`src/rtl/pwm_pkg.sv`:
```
// ============================================================================
// Module      : pwm_pkg
// Description : Shared constants and the PWM level helper for pwm_peripheral.
// Revision    : 1.0 - initial release
// ============================================================================
`default_nettype none

package pwm_pkg;

    localparam int              PWM_WIDTH       = 8;
    localparam int              CH_COUNT        = 16;
    localparam logic [7:0]      DUTY_FULL       = 8'hFF;
    localparam int              DEFAULT_CLK_DIV = 13;

    // Full-scale duty is forced high so 0xFF gives a true 100 % with no dip at wrap.
    function automatic logic pwm_level_f(input logic [PWM_WIDTH-1:0] cnt,
                                         input logic [PWM_WIDTH-1:0] duty);
        return (duty == DUTY_FULL) ? 1'b1 : (cnt < duty);
    endfunction

endpackage

`default_nettype wire

```
`src/rtl/pwm_timebase.sv`:
```
// ============================================================================
// Module      : pwm_timebase
// Description : Prescaler plus free-running 8-bit PWM counter with wrap strobe.
// Revision    : 1.0 - initial release
// ============================================================================
`default_nettype none

module pwm_timebase
    import pwm_pkg::*;
#(
    parameter int CLK_DIV = DEFAULT_CLK_DIV
) (
    input  logic                 clk,
    input  logic                 rst_n,
    output logic [PWM_WIDTH-1:0] o_cnt,
    output logic                 o_wrap
);

    localparam logic [7:0] c_presc_last = 8'(CLK_DIV - 1);

    logic [7:0]           r_presc;
    logic [PWM_WIDTH-1:0] r_cnt;
    logic                 w_step;

    assign w_step = (r_presc == c_presc_last);
    assign o_cnt  = r_cnt;
    assign o_wrap = w_step && (r_cnt == {PWM_WIDTH{1'b1}});

    always_ff @(posedge clk or negedge rst_n) begin
        if (!rst_n) begin
            r_presc <= '0;
            r_cnt   <= '0;
        end else if (w_step) begin
            r_presc <= '0;
            r_cnt   <= r_cnt + 1'b1;
        end else begin
            r_presc <= r_presc + 1'b1;
        end
    end

endmodule

`default_nettype wire

```
`src/rtl/pwm_peripheral.sv`:
```
// ============================================================================
// Module      : pwm_peripheral
// Description : 16-channel static/PWM pin driver with double-buffered duty.
// Revision    : 1.0 - initial release
// ============================================================================
`default_nettype none

module pwm_peripheral
    import pwm_pkg::*;
#(
    parameter int CLK_DIV = DEFAULT_CLK_DIV
) (
    input  logic                clk,
    input  logic                rst_n,
    input  logic [7:0]          en_reg_out_7_0,
    input  logic [7:0]          en_reg_out_15_8,
    input  logic [7:0]          en_reg_pwm_7_0,
    input  logic [7:0]          en_reg_pwm_15_8,
    input  logic [7:0]          pwm_duty_cycle,
    output logic [CH_COUNT-1:0] out
);

    logic [PWM_WIDTH-1:0] w_cnt;
    logic                 w_wrap;
    logic [PWM_WIDTH-1:0] r_duty_shadow;
    logic                 w_level;
    logic [CH_COUNT-1:0]  w_en_out;
    logic [CH_COUNT-1:0]  w_en_pwm;
    logic [CH_COUNT-1:0]  w_out_next;
    logic [CH_COUNT-1:0]  r_out;

    pwm_timebase #(
        .CLK_DIV (CLK_DIV)
    ) u_timebase (
        .clk    (clk),
        .rst_n  (rst_n),
        .o_cnt  (w_cnt),
        .o_wrap (w_wrap)
    );

    assign w_en_out = {en_reg_out_15_8, en_reg_out_7_0};
    assign w_en_pwm = {en_reg_pwm_15_8, en_reg_pwm_7_0};
    assign w_level  = pwm_level_f(w_cnt, r_duty_shadow);

    // Duty only moves at period start so each period is glitch-free.
    always_ff @(posedge clk or negedge rst_n) begin
        if (!rst_n) begin
            r_duty_shadow <= '0;
        end else if (w_wrap) begin
            r_duty_shadow <= pwm_duty_cycle;
        end
    end

    generate
        for (genvar i = 0; i < CH_COUNT; i++) begin : g_ch
            assign w_out_next[i] = w_en_out[i] & (w_en_pwm[i] ? w_level : 1'b1);
        end
    endgenerate

    always_ff @(posedge clk or negedge rst_n) begin
        if (!rst_n) begin
            r_out <= '0;
        end else begin
            r_out <= w_out_next;
        end
    end

    assign out = r_out;

endmodule

`default_nettype wire

```
`config.mk`:
```
export PLATFORM = sky130hd
export DESIGN_NAME = pwm_peripheral
export DESIGN_NICKNAME = d
export VERILOG_FILES = /design/src/rtl/pwm_pkg.sv /design/src/rtl/pwm_timebase.sv /design/src/rtl/pwm_peripheral.sv
export SDC_FILE = /design/constraint.sdc
export NUM_CORES = 1
export LEC_CHECK = 0
export ABC_CLOCK_PERIOD_IN_PS = 2550
export CAP_MARGIN = 25
export CORE_ASPECT_RATIO = 1.75
export CORE_UTILIZATION = 45
export CTS_CLUSTER_DIAMETER = 50
export DETAILED_ROUTE_END_ITERATION = 16
export GPL_ROUTABILITY_DRIVEN = 0
export PLACE_DENSITY = 0.8
export SYNTH_ARGS = -nofsm -noshare
export SYNTH_HDL_FRONTEND = slang
export SYNTH_SLANG_ARGS = --single-unit
```
`constraint.sdc`:
```
create_clock -name clk -period 2.55 [get_ports clk]
set_clock_uncertainty 0.2 [all_clocks]
set_input_delay 0.51 -clock clk [delete_from_list [all_inputs] [get_ports clk]]
set_output_delay 0.51 -clock clk [all_outputs]
set_load 0.05 [all_outputs]
```
==> metrics.md, run 1 <==
| Metric | Value |
|---|---|
| Pwr dens | 494.1 nW/um^2 |
| Crit Path Category | flop to output pin |
| Most frequent cells in the layout | 56 x clkdlybuf4s50_1, 40 x dfrtp_1, 16 x a21boi_0 |
| Most common cell after layout, fill and taps aside | clkdlybuf4s50_1 |
| Core area | 3701 sq um |
| Share of the synthesized area in the top cell type | 56.54% |
| Comb power frac | 12.7% |
| Sw Ratio | 22.74% |
| Nets | 255 |
| Max cap viols | 0 |
| Final Power | 1.226 mW |
| CP endpoint kind | output pin |
| Final min period | about 2.2 ns |
| Post-Synth Simple-Gate Area | 11.94% |
| Largest family of logic cells by synthesized area | simple AND/OR/NAND/NOR gates |
| Outcome | completed |
| FF-to-FF End | out[8]$_DFF_PN0_ |
| DRT Pass-1 Iters | 6 |
| Clk_lat worst skew | 0.28 ns |
| Endpoints failing setup | 0 |
| Area Growth Syn to Fin | 40.21% |
| R2r setup slk | 0.48 ns |
| Sequential Power Share | 53.0% |
| Vias in the first global route | around 1500 |
| CP top delay family | buffers and inverters |
| Number of H-tree levels | 2 |
| Initial antenna violation count | 0 |
| Final Max Slew Viols | 0 |
| Min-Delay Path Class | input pin to async pin |
| Top cells by area, synth | dfrtp_1 57%, ha_1 7.1%, a21boi_0 6.8%, mux2_2 5.1%, xnor2_1 4.0% |
| RSZ-0062 raised after global routing | false |
| CP max stage cell | clkdlybuf4s50_1 |
| Total Die Area | 4199 sq um |
| Die span in y | 84.98 um |
| Grt ovf | 0 |
| Crit path required time | roughly 1.8 ns |
| Register Area | 1001 sq um |
| CTS tree | built |
| Worst path max stage delay | 0.81 ns |
| Wire length per cell | 14.36 um |
| Crit start category | flop |
| Post-CTS Resized | 0 |
| Detailed Place HPWL | 2.845 mm |
| Initial DRC Count | 11 |
| Flops & latches, synth | 40 |
| Horiz. Die Dim | 49.42 um |
| # diodes | 0 |
| CTS Root Cell | clkbuf_8 |
| IO Count | 58 |
| FP Rows | 29 |
| Clock Path Buffers | 2 |
| Cts bufs inserted | 5 |
| PortBufs | 57 |
| Worst-path maximum fanout | 1 |
| Fin crit share | between 80% and 90% |
| Filler cells | 295 |
| Initial Utilization | between 40 and 50% |
| Worst-Margin Slew | ~0.85 ns |
| Largest area contributor in the netlist | dfrtp_1 |
| Critical path buffers and inverters | 1 |
| Leak pwr | 1.096 nW |
| Post-synthesis adder-cell area fraction | 7.067% |
| DRC Markers | 0 |
| Final setup TNS | 0 ns |
| Distinct cells, synth | 30 |
| Synth warn | 0 |
| Final ANT Viol Nets | 0 |
| Seq/Total Area, Yosys | 56.54% |
| Switching power | roughly 0.28 mW |
| RR Startpoint | r_duty_shadow[6]$_DFFE_PN0P_ |
| Setup repair bufs after CTS | 0 |
| Routed via count | 1305 |
| Synth Instances | 140 |
| GR Util All Layers | between 10% and 20% |
| Cell chain of the critical path | clkdlybuf4s50_1 |
| Clock Sinks | 40 |
| Synth Area in XOR/XNOR | 6.431% |
| Internal power | 0.9476 mW |
| Fin. Hold Viols | 0 |
| Synthesized cell area | 1770 sq um |
| Vias/cell | 5.220 |
| Maximum vdd drop | 0.0004562 V |
| Reg2Reg Depth | 7 |
| Post-synthesis compound-gate area fraction | 10.53% |
| FMAX | 464.7 MHz |
| Share of cells above drive strength 1 | 10.29% |
| Final wirelength | approximately 3.6 mm |
| Multi-input gate area | 726.9 sq um |
| Hold_buf cts | 0 |
| Clock power frac | 34.3% |
| Post-Synthesis Net Count | around 190 |
| Worst EP arrival | 1.44 ns |
| Slew margin rel. | 43.20% |
| Largest net degree at the start of global routing | between 40 and 50 |
| Clock-pin slew on the worst setup and hold paths | 0.07 ns |
| First-pass GRT wire length | 6.223 mm |
| Syn Area/Cell | roughly 13 sq um |
| Post-synthesis mux area share | under 10% |
## metal layers
layer	routed length, um	GRT usage [%]
met1	1250	19.57
met2	1888	34.25
met3	344	8.781
met4	106	10.91
met5	0	0
## power by group through the flow
stage,logic (mW),clock network (mW),registers [mW]
2_1_floorplan,0.00816,0,0.710
3_3_place_gp,0.155,0,0.662
3_5_place_dp,0.158,0,0.663
4_1_cts,0.158,0.433,0.650
5_1_grt,0.166,0.462,0.651
6_report,0.156,0.420,0.650
## sequential cells by signal, summed over array words and instances (netlist names)
signal	count
out	16
u_timebase.o_cnt	8
r_duty_shadow	8
u_timebase.r_presc	8
## logic make-up (layout without fill, tap and decap cells)
| kind of cell | Yosys count | in the layout |
|---|---|---|
| AO/OA/AOI/OAI | 23 | 23 |
| AND/OR/NAND/NOR | 35 | 35 |
| adder cells (fa/ha/maj) | 10 | 10 |
| XOR/XNOR | 13 | 13 |
| multiplexers | 8 | 8 |
| buffers and inverters | 11 | 75 |
| flip-flops | 40 | 40 |
## worst max-delay path by stage
stage	endpoint	startpoint	slack (ns)	cells past startpoint
after CTS	out[10]	out[10]$_DFF_PN0_	0.38	1
after global placement	out[3]$_DFF_PN0_	r_duty_shadow[6]$_DFFE_PN0P_	0.58	7
after floorplan	out[10]$_DFF_PN0_	u_timebase.o_cnt[6]$_DFFE_PN0N_	0.55	6
after detailed placement	out[15]$_DFF_PN0_	r_duty_shadow[6]$_DFFE_PN0P_	0.48	7
after global routing	out[15]$_DFF_PN0_	r_duty_shadow[6]$_DFFE_PN0P_	0.35	7
final	out[10]	out[10]$_DFF_PN0_	0.40	1
## cell type report
cell class,instances,share of cell area [%]
multi-input combinational,89,29.28
inverter,9,1.361
tap,46,2.319
clock buffer,8,3.629
timing repair buffer,58,23.08
sequential,40,40.32
## synthesized netlist by cell type
| cell type | count |
|---|---|
| o32ai_2 | 1 |
| inv_1 | 9 |
| o21a_1 | 1 |
| ha_1 | 10 |
| or3_1 | 1 |
| nand2b_1 | 1 |
| nand3_1 | 3 |
| a21o_1 | 1 |
| o21ai_0 | 1 |
| and4b_1 | 1 |
| nand4_1 | 6 |
| and2_1 | 1 |
| nor2_1 | 8 |
| nand2_1 | 8 |
| nor3_4 | 1 |
| nor3_2 | 1 |
| clkbuf_1 | 1 |
| a21oi_1 | 1 |
| dfrtp_1 | 40 |
| mux2_2 | 8 |
| buf_2 | 1 |
| a21boi_0 | 16 |
| a2111oi_2 | 1 |
| nor3_1 | 1 |
| xnor2_1 | 8 |
| and3_1 | 1 |
| and4_1 | 1 |
| nand4b_4 | 1 |
| xor2_1 | 5 |
| a41o_1 | 1 |
## metrics by stage
stage / area [sq um] / utilization, % / instances / hold WS [ns] / setup WS, ns
5_1_grt: 2482 / 67.07 / 250 / 0.1906 / 0.3463
3_3_place_gp: 2392 / 64.64 / 242 / 0.2973 / 0.5846
2_1_floorplan: 1770 / - / 140 / 0.01441 / 0.5489
6_report: 2482 / 67.07 / 250 / 0.1301 / 0.3979
4_1_cts: 2482 / 67.07 / 250 / 0.1588 / 0.3763
3_5_place_dp: 2392 / 64.64 / 242 / 0.2989 / 0.4795
Note: power is estimated with default switching activity, not from simulation.
==> run 2, diff against run 1 <==
--- a/config.mk
+++ b/config.mk
@@ -5,7 +5,7 @@
 export SDC_FILE = /design/constraint.sdc
 export NUM_CORES = 1
 export LEC_CHECK = 0
-export ABC_CLOCK_PERIOD_IN_PS = 2550
+export ABC_CLOCK_PERIOD_IN_PS = 2020
 export CAP_MARGIN = 25
 export CORE_ASPECT_RATIO = 1.75
 export CORE_UTILIZATION = 45
==> constraint.sdc (replaced) <==
create_clock -name clk -period 2.02 [get_ports clk]
set_clock_uncertainty 0.2 [all_clocks]
set_input_delay 0.404 -clock clk [delete_from_list [all_inputs] [get_ports clk]]
set_output_delay 0.404 -clock clk [all_outputs]
set_load 0.05 [all_outputs]
==> metrics.md, run 2 (synthesized netlist as in run 1, its figures left out) <==
| Metric | Value |
|---|---|
| Outcome | completed |
| Routing usage on met2 | 34.37% (+0.12 points) |
| Critical path buffers and inverters | 1 (unchanged) |
| Die span in y | 84.98 um (unchanged) |
| Largest net degree at the start of global routing | 41 (unchanged) |
| Routed via count | 1302 (-0.23%) |
| Clock-pin slew on the worst setup and hold paths | 0.07 ns (about the same) |
| RR Startpoint | u_timebase.o_cnt[1]$_DFFE_PN0N_ |
| Final Max Slew Viols | 0 (unchanged) |
| Total Die Area | 4199 sq um (unchanged) |
| Placed insts | 246 (+1.7%) |
| Slew margin rel. | 67.37% (+24 points) |
| Worst-path maximum fanout | 16 (+15) |
| Max cap viols | 0 (unchanged) |
| Initial Utilization | 47.84% (unchanged) |
| PortBufs | 57 (unchanged) |
| CP top delay family | compound AO/OA/AOI/OAI gates |
| HP Start | u_timebase.o_cnt[6]$_DFFE_PN0N_ |
| Pre-CTS WS | 0.01408 ns (-0.4654 ns) |
| Final setup TNS | 0 ns (unchanged) |
| RSZ-0062 raised after global routing | false |
| Core area | 3701 sq um (unchanged) |
| Share of cells above drive strength 1 | 20.57% (+10 points) |
| Final ANT Viol Nets | 0 (unchanged) |
| Worst EP arrival | 1.92 ns (+0.48 ns) |
| Final min period | 1.918 ns |
| Vias in the first global route | 1425 (-2.5%) |
| CTS tree | built |
| Leak pwr | 1.148 nW (+4.7%) |
| Vias/cell | 5.106 (-2.2%) |
| FP Rows | 29 (unchanged) |
| Max reg flops | 16 (unchanged) |
| Hold Path Sink | u_timebase.o_cnt[6]$_DFFE_PN0N_ |
| Area Growth Syn to Fin | 41.06% |
| Horiz. Die Dim | 49.42 um (unchanged) |
| Endpoints failing setup | 0 (unchanged) |
| CP endpoint kind | flop |
| Crit Path Category | flop to flop |
| DRC Markers | 0 (unchanged) |
| GR Util All Layers | 19.33% (-0.58 points) |
| Number of H-tree levels | 2 (unchanged) |
| Grt met1 use | 18.59% (-0.98 points) |
| Wire length per cell | 14.25 um (-0.73%) |
| Cts bufs inserted | 5 (unchanged) |
| FF-to-FF End | out[10]$_DFF_PN0_ |
| Worst-Margin Slew | 0.4895 ns (-0.3625 ns) |
| FMAX | 521.4 MHz |
| # diodes | 0 (unchanged) |
| Crit start category | flop |
| Clk_lat worst skew | 0.29 ns (about the same) |
| Pwr dens | 605.5 nW/um^2 (+23%) |
| Most Crowded Layer GR | met2 |
| DRT Pass-1 Iters | 4 (-2) |
| Crit path required time | 2.02 ns (+0.18 ns) |
| Clock Path Buffers | 2 (unchanged) |
| Initial antenna violation count | 0 (unchanged) |
| Grt ovf | 0 (unchanged) |
| Cell chain of the critical path | ha_1, a2111oi_2, o32ai_2, buf_6, a21boi_0 |
| Final wirelength | 3.634 mm (+1.3%) |
| IO Count | 58 (unchanged) |
| Worst path max stage delay | 0.45 ns (-0.36 ns) |
| Most frequent cells in the layout | 40 x clkdlybuf4s50_1, 40 x dfrtp_1, 20 x buf_4 |
| M3 GR Usage | 8.244% (-0.54 points) |
| Fin. Hold Viols | 0 (unchanged) |
| Detailed Place HPWL | 2.913 mm (+2.4%) |
| Hold Path Depth | 1 |
| Final worst-path setup slack | 0.1020 ns (-0.2959 ns) |
| First-pass GRT wire length | 6.009 mm (-3.4%) |
| CTS Root Cell | clkbuf_8 |
| Initial DRC Count | 26 (+15) |
| Reg2Reg Depth | 5 (-2) |
| Clock Sinks | 40 (unchanged) |
| Layout Cells excl Fill | 255 (+2.0%) |
| Maximum vdd drop | 0.0005302 V (+16%) |
| Fin crit share | 94.95% |
| Min-Delay Path Class | flop to flop |
| R2r setup slk | 0.10 ns (-0.38 ns) |
| Nets | 261 (+2.4%) |
| CP max stage cell | dfrtp_1 |
-- run 2: worst register-to-register path, stage by stage, from the launching register on --
cell       delay [ns]
dfrtp_1          0.45
ha_1             0.34
a2111oi_2        0.37
o32ai_2          0.13
buf_6            0.15
a21boi_0         0.19
-- run 2: through the flow --
step | area (sq um) | hold WS [ns] | power (mW) | util, %
2_1_floorplan | 1770 | -0.09159 | 0.9063 | -
3_3_place_gp | 2382 | 0.2726 | 1.028 | 64.37
3_5_place_dp | 2382 | 0.2817 | 1.032 | 64.37
4_1_cts | 2474 | 0.2984 | 1.531 | 66.84
5_1_grt | 2497 | 0.3104 | 1.572 | 67.48
6_report | 2497 | 0.2991 | 1.512 | 67.48
-- run 2: power breakdown --
part           internal [mW]  total [mW]  switching (mW)  leakage, nW
Clock                  0.234       0.498           0.264       0.0400
Combinational         0.0978       0.193          0.0951        0.586
Sequential             0.816       0.821         0.00489        0.521
Total                   1.15        1.51           0.364         1.15
-- run 2: worst max path at each step --
stage	startpoint	end	slack [ns]	cells after the start
2_1_floorplan	u_timebase.o_cnt[6]$_DFFE_PN0N_	out[10]$_DFF_PN0_	0.02	6
3_3_place_gp	u_timebase.r_presc[4]$_DFF_PN0_	r_duty_shadow[2]$_DFFE_PN0P_	0.07	4
4_1_cts	u_timebase.r_presc[4]$_DFF_PN0_	r_duty_shadow[3]$_DFFE_PN0P_	0.004	4
3_5_place_dp	u_timebase.r_presc[4]$_DFF_PN0_	r_duty_shadow[3]$_DFFE_PN0P_	0.01	4
6_report	u_timebase.o_cnt[1]$_DFFE_PN0N_	out[10]$_DFF_PN0_	0.10	5
5_1_grt	u_timebase.o_cnt[1]$_DFFE_PN0N_	out[8]$_DFF_PN0_	0.02	5
-- run 2: area by class of cell --
cell class              instances  area [sq um]
flip-flops and latches         40          1001
clock buffers                   5         68.82
well taps                      46         57.56
multi-input cells              89         726.9
inverters                       9         33.78
fillers                       308          1204
clock inverters                 2         12.51
repair buffers                 64         596.8
-- run 2: timing repair --
item	4_1_cts	5_1_grt
buffers inserted	0	1
gates resized for setup	0	2
hold buffers	1	0
endpoints found under the setup margin	0	20
hold endpoints to repair	40	0
-- run 2: layer usage --
layer  up-vias  share of wire (%)
li1        619                  -
met1       619                 36
met2        58                 53
met3         6                9.2
met4         0                1.7
met5         -                  0
